--- src/rtl/uart_pkg.sv ---
// uart_pkg
//   Shared types for the UART block family.
//   uart_tx_ctrl_state_t : state encoding of the TX FIFO-to-serializer controller.
package uart_pkg;

    typedef enum logic [1:0] {
        ST_IDLE  = 2'd0,   // no byte in flight
        ST_WAIT  = 2'd1,   // read issued, FIFO data returns this cycle
        ST_HOLD  = 2'd2,   // byte offered to serializer
        ST_FLUSH = 2'd3    // draining FIFO, all returned data ignored
    } uart_tx_ctrl_state_t;

endpackage

--- src/rtl/uart_tx_fifo_ctrl.sv ---
// uart_tx_fifo_ctrl
//   Pulls bytes out of the TX FIFO and offers them to the serializer with a
//   valid/ready handshake. Words that come back with a parity error are
//   dropped and counted instead of being sent. A flush discards the held
//   byte and drains the FIFO.
//
// Ports
//   i_clk, i_nrst        : clock (rising edge), async active-low reset
//   i_enable             : permits new FIFO reads (bytes in flight still finish)
//   i_flush              : level, discard held byte and FIFO contents
//   i_cnt_clr            : clear dropped-byte counter
//   o_fifo_rd_req        : FIFO read request
//   i_fifo_empty         : FIFO empty flag
//   i_fifo_valid/data    : read data, valid one cycle after an accepted read
//   i_fifo_parity_error  : parity error, qualified by i_fifo_valid
//   o_tx_valid/o_tx_data : byte offered to serializer
//   i_tx_ready           : serializer accepts byte
//   o_busy               : controller not idle
//   o_parity_drop        : one-cycle pulse per dropped byte
//   o_drop_cnt           : saturating count of dropped bytes
module uart_tx_fifo_ctrl
    import uart_pkg::*;
#(
    parameter int DW    = 8,
    parameter int CNT_W = 8
) (
    input  logic             i_clk,
    input  logic             i_nrst,
    input  logic             i_enable,
    input  logic             i_flush,
    input  logic             i_cnt_clr,
    output logic             o_fifo_rd_req,
    input  logic             i_fifo_empty,
    input  logic             i_fifo_valid,
    input  logic [DW-1:0]    i_fifo_data,
    input  logic             i_fifo_parity_error,
    output logic             o_tx_valid,
    output logic [DW-1:0]    o_tx_data,
    input  logic             i_tx_ready,
    output logic             o_busy,
    output logic             o_parity_drop,
    output logic [CNT_W-1:0] o_drop_cnt
);

    localparam logic [CNT_W-1:0] CNT_MAX = '1;
    localparam logic [CNT_W-1:0] CNT_ONE = CNT_W'(1);

    uart_tx_ctrl_state_t state_q, state_d;

    logic rd_req_c;     // read request before reset gating
    logic rd_req_q;     // read request of the previous cycle
    logic tx_valid_c;
    logic load_byte;    // clean word returned in WAIT
    logic drop_byte;    // corrupted word returned in WAIT

    // ---------------------------------------------------------------
    // State register
    // ---------------------------------------------------------------
    always_ff @(posedge i_clk or negedge i_nrst) begin
        if (!i_nrst) begin
            state_q  <= ST_IDLE;
            rd_req_q <= 1'b0;
        end else begin
            state_q  <= state_d;
            rd_req_q <= o_fifo_rd_req;
        end
    end

    // ---------------------------------------------------------------
    // Next-state logic
    // ---------------------------------------------------------------
    always_comb begin
        state_d = state_q;
        case (state_q)
            ST_IDLE: begin
                if (i_flush)
                    state_d = ST_FLUSH;
                else if (i_enable && !i_fifo_empty)
                    state_d = ST_WAIT;
            end
            ST_WAIT: begin
                // Flush wins over returning data: the word is discarded, not counted.
                if (i_flush)
                    state_d = ST_FLUSH;
                else if (i_fifo_valid && !i_fifo_parity_error)
                    state_d = ST_HOLD;
                else
                    state_d = ST_IDLE;
            end
            ST_HOLD: begin
                // A handshake in the same cycle as flush still completes the byte.
                if (i_tx_ready) begin
                    if (i_enable && !i_fifo_empty && !i_flush)
                        state_d = ST_WAIT;
                    else if (i_flush)
                        state_d = ST_FLUSH;
                    else
                        state_d = ST_IDLE;
                end else if (i_flush) begin
                    state_d = ST_FLUSH;
                end
            end
            ST_FLUSH: begin
                // A read issued last cycle still has data landing now, so wait
                // one quiet cycle after the last read before leaving.
                if (i_fifo_empty && !i_flush && !rd_req_q)
                    state_d = ST_IDLE;
            end
            default: state_d = ST_IDLE;
        endcase
    end

    // ---------------------------------------------------------------
    // Output logic
    // ---------------------------------------------------------------
    always_comb begin
        rd_req_c   = 1'b0;
        tx_valid_c = 1'b0;
        load_byte  = 1'b0;
        drop_byte  = 1'b0;
        case (state_q)
            ST_IDLE:  rd_req_c = !i_flush && i_enable && !i_fifo_empty;
            ST_WAIT: begin
                load_byte = !i_flush && i_fifo_valid && !i_fifo_parity_error;
                drop_byte = !i_flush && i_fifo_valid &&  i_fifo_parity_error;
            end
            ST_HOLD: begin
                tx_valid_c = 1'b1;
                rd_req_c   = i_tx_ready && i_enable && !i_fifo_empty && !i_flush;
            end
            ST_FLUSH: rd_req_c = !i_fifo_empty;
            default: ;
        endcase
    end

    // IDLE can request a read from inputs alone, so gate with reset to keep
    // the FIFO untouched while reset is held.
    assign o_fifo_rd_req = rd_req_c && i_nrst;
    assign o_tx_valid    = tx_valid_c && i_nrst;
    assign o_busy        = (state_q != ST_IDLE) && i_nrst;

    // ---------------------------------------------------------------
    // Datapath: held byte, drop pulse, saturating drop counter
    // ---------------------------------------------------------------
    always_ff @(posedge i_clk or negedge i_nrst) begin
        if (!i_nrst) begin
            o_tx_data     <= '0;
            o_parity_drop <= 1'b0;
            o_drop_cnt    <= '0;
        end else begin
            if (load_byte)
                o_tx_data <= i_fifo_data;
            o_parity_drop <= drop_byte;
            if (i_cnt_clr)
                o_drop_cnt <= drop_byte ? CNT_ONE : '0;
            else if (drop_byte && (o_drop_cnt != CNT_MAX))
                o_drop_cnt <= o_drop_cnt + CNT_ONE;
        end
    end

endmodule

--- config.mk ---
export PLATFORM = sky130hd
export DESIGN_NAME = uart_tx_fifo_ctrl
export DESIGN_NICKNAME = d
export VERILOG_FILES = /design/src/rtl/uart_pkg.sv /design/src/rtl/uart_tx_fifo_ctrl.sv
export SDC_FILE = /design/constraint.sdc
export NUM_CORES = 1
export LEC_CHECK = 0
export CAP_MARGIN = 20
export CORE_MARGIN = 2
export CORE_UTILIZATION = 47
export CTS_BUF_LIST = sky130_fd_sc_hd__clkbuf_8
export DETAILED_ROUTE_END_ITERATION = 8
export PLACE_DENSITY = 0.86
export SLEW_MARGIN = 20
export SYNTH_ARGS = -nofsm -noshare
export SYNTH_HDL_FRONTEND = slang
export SYNTH_SLANG_ARGS = --single-unit
--- constraint.sdc ---
create_clock -name i_clk -period 2.4 [get_ports i_clk]
set_clock_uncertainty 0.05 [all_clocks]
set_input_delay 0.36 -clock i_clk [delete_from_list [all_inputs] [get_ports i_clk]]
set_output_delay 0.36 -clock i_clk [all_outputs]
set_load 0.005 [all_outputs]
==> results.md, run 1 <==
* Final slew viol count at 0
* DRC Markers at 0
* Status: complete, no violations
* Antenna diodes at 0
* Vias per inst at 5.324
* Die height at 48.27 um
* Pwr Density at 642.2 nW/um^2
* Dominant cells by area after synthesis: dfrtp_1 54%, mux2_2 9.8%, a21oi_1 3.3%
* First-pass GRT wire length at 2.918 mm
* F_max at 436.6 MHz
* Lkg Pwr at 0.5475 nW
* Crit path top cell by count: clkdlybuf4s50_1
* Port bufs at 36
* HPWL after DPL at 1.454 mm
* Share of cells above drive strength 1 at 0.1271
* Critical path buffers and inverters at 2
* Nets at 137
* Worst hold slack at 0.2623 ns
* Top cell type by total area after synthesis: dfrtp_1
* Max cap viols at 0
* Clk slew on worst S/H paths at 0.07 ns
* Peak VDD IR at 470.6 uV
* Largest net degree at the start of global routing at 20
* # clock sinks at 20
* Vias in the first global route at 710
* Primary FF master, synth: dfrtp_1
* DR vias at 772
* GR Util met2 at 0.3053
* Max stage delay on crit path at 0.53 ns
* Die W at 48.27 um
* TritonRoute pass-1 iters at 4
* Final Util at 0.7171
* Gpl congestion at 0.7479
* Min-delay worst type: input port to asynchronous set/reset pin
* Count of cell types in the netlist at 26
* DR WL/cell at 13.11 um
* Setup crit end kind: output pin
* Initial detailed-routing violation count at 8
* Post-synth ARST share at 1.000
* Cts bufs inserted at 3
* Commonest non-fill, non-tap cell in the layout: clkdlybuf4s50_1
* Critical Path Fanout Max at 2
* Seq/Total Area, Yosys at 0.5435
* Grt peak-use layer: met2
* Final min period at 2.291 ns
* RSZ-0062 raised after global routing: no
* Post-DRT Antenna Nets at 0
* Crit-path leading delay family: buffers and inverters
* Worst-Skew Late Latency at 0.25 ns
* Setup violators final at 0
* Core area at 1902 um^2
* Full die area at 2330 um^2
* Mapped Area at 920.9 um^2
* Yosys top cell area share at 0.5435
* Mapped Nets at 98
* Drt total wl at 1.901 mm
* CTS H-tree lvls at 1
* M1 GR Usage at 0.2259
* Slowest-stage cell, CP: clkdlybuf4s50_1
* GR Overflow Total at 0
* # rows at 16
* CTS tree: done
* CTS max path bufs at 2
* Worst EP required at 1.99 ns
* FF+latch count, synth at 20
* YS warnings at 0
* Syn Area/Cell at 11.51 um^2
* Worst setup path class: input port to output pin
* Final Cycle Share at 0.9544
* Area delta synth->final at 48.10%
* Overall routing resource usage at 0.1777
* # IOs at 37
* Slew HR at 0.6225
* Commonest non-fill, non-tap cells in the layout: 36 x clkdlybuf4s50_1, 20 x dfrtp_1, 8 x mux2_2
* EDFF count, synth at 0
* Initial antenna violation count at 0
* Root Driver: clkbuf_8
* Cells after Synth at 80
* Starting density of the core at 0.4842
* Crit start category: input port
* Worst Max-Slew Pin Slew at 0.5646 ns
* Fin. Hold Viols at 0
* Setup TNS at 0 ns
* Arrival time at the worst endpoint at 1.88 ns
* Met3 Use GR at 0.04815
* Crit-path cells: clkdlybuf4s50_1 > nand2b_1 > nand3b_1 > a2bb2oi_1 > nor3b_2 > clkdlybuf4s50_1
[final timing paths]
kind                                      startpoint                         to  slack (ns)  cells past startpoint
min in group i_clk          o_tx_data[5]$_DFFE_PN0P_   o_tx_data[5]$_DFFE_PN0P_        0.46                      1
min                                           i_nrst         rd_req_q$_DFF_PN0_        0.26                      1
max reg2reg                o_drop_cnt[0]$_DFFE_PN0P_  o_drop_cnt[5]$_DFFE_PN0P_        0.51                      5
max                                       i_tx_ready              o_fifo_rd_req        0.11                      6
max in group asynchronous                     i_nrst  o_drop_cnt[7]$_DFFE_PN0P_        1.55                      2
min reg2reg                 o_tx_data[5]$_DFFE_PN0P_   o_tx_data[5]$_DFFE_PN0P_        0.46                      1
[metrics by stage]
| stage | setup WS, ns | total power [mW] | instance area (um^2) | cells |
|---|---|---|---|---|
| 6_report | 0.1094 | 0.8758 | 1364 | 145 |
| 5_1_grt | 0.02726 | 0.9196 | 1364 | 145 |
| 4_1_cts | 0.01025 | 0.8811 | 1359 | 145 |
| 3_5_place_dp | 0.02901 | 0.6347 | 1304 | 141 |
| 3_3_place_gp | 0.08782 | 0.6281 | 1304 | 141 |
| 2_1_floorplan | 0.8273 | 0.4886 | 920.9 | 80 |
[final cells by class]
cell class / instances / area, um^2
fillers: 151 / 538.0
flip-flops and latches: 20 / 500.5
multi-input cells: 56 / 402.9
repair buffers: 37 / 367.9
clock buffers: 4 / 55.05
well taps: 27 / 33.78
inverters: 1 / 3.754
[flip-flops by register name, indices dropped and copies added (netlist names)]
signal	cells
o_drop_cnt	8
rd_req_q	1
o_parity_drop	1
state_q	2
o_tx_data	8
[routing by layer]
metal / wire length (um) / share of wire / vias to the layer above
met1: 800 / 0.42 / 374
met2: 985 / 0.52 / 21
li1: - / - / 375
met3: 109 / 0.057 / 2
met5: 0 / 0 / -
met4: 6 / 0.0032 / 0
[what timing repair did]
action / in CTS / in global routing
hold buffers: 0 / 0
setup endpoints to repair: 0 / 1
buffers inserted: 0 / 0
resized for setup: 0 / 1
endpoints found under the hold margin: 0 / 0
[power by group]
part,internal [mW],total (mW),switching [mW]
sequential,0.388,0.418,0.0303
combinational,0.149,0.210,0.0606
clock,0.146,0.248,0.103
[cell families (layout without fill, tap and decap cells)]
| logic type | after synthesis | count (layout) | share of synthesized area |
|---|---|---|---|
| compound gates | 19 | 19 | 0.1332 |
| fa+ha+maj | 1 | 1 | 0.01358 |
| buf+inv | 4 | 42 | 0.02444 |
| flops | 20 | 20 | 0.5435 |
| mux | 9 | 9 | 0.1087 |
| simple gates | 27 | 27 | 0.1766 |
[cells in the mapped netlist (2+ instances only)]
library cell / number
buf_4: 2
or3_1: 3
nand2_1: 5
nor3b_1: 2
o211ai_1: 2
nand2b_1: 2
nand3b_1: 3
nor2_1: 2
mux2_2: 8
a21oi_1: 6
o21ai_0: 4
or4_1: 3
nand3_1: 4
dfrtp_1: 20
o31ai_1: 3
Power figures use the tool's default switching activity.
==> inputs of run 2 (changes only) <==
--- a/config.mk
+++ b/config.mk
@@ -6,12 +6,15 @@
 export NUM_CORES = 1
 export LEC_CHECK = 0
 export CAP_MARGIN = 20
+export CORE_ASPECT_RATIO = 0.8
 export CORE_MARGIN = 2
 export CORE_UTILIZATION = 47
 export CTS_BUF_LIST = sky130_fd_sc_hd__clkbuf_8
 export DETAILED_ROUTE_END_ITERATION = 8
 export PLACE_DENSITY = 0.86
+export SETUP_SLACK_MARGIN = 0.05
 export SLEW_MARGIN = 20
 export SYNTH_ARGS = -nofsm -noshare
 export SYNTH_HDL_FRONTEND = slang
 export SYNTH_SLANG_ARGS = --single-unit
+export TNS_END_PERCENT = 1
==> run 2 against run 1 <==
- worst setup slack gained 0.24 ns
- sequential cell count unchanged
- combinational power is essentially flat
==> results.md, run 2 (synthesized netlist as in run 1, its figures left out) <==
* # IOs at 37 (unchanged)
* Cts bufs inserted at 3 (unchanged)
* Peak VDD IR at 417.9 uV (was 470.6 uV)
* Overall routing resource usage at 0.1907 (was 0.1777)
* Arrival time at the worst endpoint at 1.64 ns (was 1.88 ns)
* Share of cells above drive strength 1 at 0.1345 (was 0.1271)
* Worst Max-Slew Pin Slew at 0.5517 ns (was 0.5646 ns)
* DR WL/cell at 13.43 um (was 13.11 um)
* Die W at 53.49 um (was 48.27 um)
* GR Overflow Total at 0 (unchanged)
* Vias per inst at 5.413 (was 5.324)
* Number of buffers inserted by hold repair at cts at 0 (unchanged)
* RSZ-0062 raised after global routing: no (unchanged)
* Crit start category: input port (unchanged)
* Final min period at 2.054 ns (was 2.291 ns)
* Setup violators final at 0 (unchanged)
* DRC Markers at 0 (unchanged)
* Area delta synth->final at 48.10% (unchanged)
* F_max at 486.9 MHz (was 436.6 MHz)
* Lkg Pwr at 0.5669 nW (was 0.5475 nW)
* Root Driver: clkbuf_8 (unchanged)
* Nets at 139 (was 137)
* DR vias at 774 (was 772)
* M1 GR Usage at 0.2609 (was 0.2259)
* TritonRoute pass-1 iters at 4 (unchanged)
* Worst setup path class: input port to output pin (unchanged)
* Fin. Hold Viols at 0 (unchanged)
* Final Cycle Share at 0.8558 (was 0.9544)
* Status: complete, no violations (unchanged)
* Min-delay worst type: register to register (was input port to asynchronous set/reset pin)
* Clock network fraction of total power at 0.250 (was 0.283)
* Core area at 1857 um^2 (was 1902 um^2)
* HPWL after DPL at 1.487 mm (was 1.454 mm)
* Largest net degree at the start of global routing at 16 (was 20)
* Setup crit end kind: output pin (unchanged)
* Post-DRT Antenna Nets at 0 (unchanged)
* Die height at 43.59 um (was 48.27 um)
* Antenna diodes at 0 (unchanged)
* Sw Pwr at 185.8 uW (was 193.6 uW)
* Grt peak-use layer: met2 (unchanged)
* CTS tree: done (unchanged)
* Initial detailed-routing violation count at 17 (was 8)
* Worst EP required at 1.99 ns (about the same)
* Worst-Skew Late Latency at 0.25 ns (about the same)
* Critical Path Fanout Max at 5 (was 2)
* # rows at 14 (was 16)
* Gpl congestion at 0.7668 (was 0.7479)
* Pwr Density at 613.3 nW/um^2 (was 642.2 nW/um^2)
* Commonest non-fill, non-tap cell in the layout: clkdlybuf4s50_1 (unchanged)
* Comb pwr share at 0.253 (was 0.239)
* Commonest non-fill, non-tap cells in the layout: 35 x clkdlybuf4s50_1, 20 x dfrtp_1, 8 x mux2_2 (was 36 x clkdlybuf4s50_1, 20 x dfrtp_1, 8 x mux2_2)
* # clock sinks at 20 (unchanged)
* Clk slew on worst S/H paths at 0.06 ns (was 0.07 ns)
* CTS H-tree lvls at 1 (unchanged)
* Flop pwr share at 0.497 (was 0.477)
* Full die area at 2332 um^2 (was 2330 um^2)
* CTS max path bufs at 2 (unchanged)
* Power Total at 836.4 uW (was 875.8 uW)
* Top Registers: o_drop_cnt x8, o_tx_data x8, state_q x2 (unchanged)
* Initial antenna violation count at 0 (unchanged)
* Starting density of the core at 0.4960 (was 0.4842)
* Vias in the first global route at 727 (was 710)
* Port bufs at 36 (unchanged)
* Drt total wl at 1.920 mm (was 1.901 mm)
* First-pass GRT wire length at 3.146 mm (was 2.918 mm)
* Internal power at 650.6 uW (was 682.2 uW)
* Final slew viol count at 0 (unchanged)
* Max cap viols at 0 (unchanged)
* GR Util met2 at 0.2815 (was 0.3053)
* Slew HR at 0.6311 (was 0.6225)
* Sw frac at 0.2222 (was 0.2211)
* Setup TNS at 0 ns (unchanged)
* Met3 Use GR at 0.06207 (was 0.04815)
==> run 2: routing by layer <==
layer	vias to the layer above	wire [um]
li1	380	-
met1	359	808
met2	33	923
met3	2	162
met4	0	25
met5	-	0
==> run 2: area by class of cell <==
type	count	area, um^2
flip-flops and latches	20	500.5
fillers	145	493.0
multi-input cells	56	402.9
repair buffers	39	385.4
clock buffers	3	41.29
well taps	24	30.03
inverters	1	3.754
==> run 2: power by group through the flow <==
stage / combinational (mW) / sequential (mW) / clock, mW
final: 0.212 / 0.416 / 0.209
after global routing: 0.229 / 0.424 / 0.231
after CTS: 0.214 / 0.416 / 0.214
after detailed placement: 0.212 / 0.423 / 0
after global placement: 0.207 / 0.421 / 0
after floorplan: 0.0653 / 0.423 / 0
==> run 2: path summary, 6_finish.rpt <==
path | endpoint | from | slack (ns) | cells past startpoint
hold reg to reg | o_tx_data[5]$_DFFE_PN0P_ | o_tx_data[5]$_DFFE_PN0P_ | 0.45 | 1
max in group asynchronous | o_tx_data[6]$_DFFE_PN0P_ | i_nrst | 1.58 | 2
setup reg to reg | o_drop_cnt[5]$_DFFE_PN0P_ | o_drop_cnt[0]$_DFFE_PN0P_ | 0.52 | 5
hold / removal | o_tx_data[5]$_DFFE_PN0P_ | o_tx_data[5]$_DFFE_PN0P_ | 0.45 | 1
min in group asynchronous | o_drop_cnt[6]$_DFFE_PN0P_ | i_nrst | 0.53 | 2
setup / recovery | o_tx_valid | i_nrst | 0.35 | 4
==> run 2: stage by stage <==
| step | setup WS (ns) | hold WS, ns | cells | utilization | instance area (um^2) |
|---|---|---|---|---|---|
| after floorplan | 0.8273 | 0.01441 | 80 | - | 920.9 |
| after global placement | 0.07954 | 0.4367 | 139 | 0.7042 | 1308 |
| after detailed placement | -0.01214 | 0.4444 | 139 | 0.7042 | 1308 |
| after CTS | 0.05766 | 0.4594 | 142 | 0.7291 | 1354 |
| after global routing | 0.3064 | 0.4714 | 143 | 0.7345 | 1364 |
| final | 0.3460 | 0.4540 | 143 | 0.7345 | 1364 |
==> run 2: critical path: stages <==
cell and delay [ns]:
clkdlybuf4s50_1 0.60, nand2_1 0.08, nor2_1 0.09, clkdlybuf4s50_1 0.51
==> run 2: timing repair <==
action | in CTS | in global routing
pin swaps | 0 | 1
endpoints found under the setup margin | 1 | 1
buffers inserted | 0 | 1
resized for setup | 1 | 1
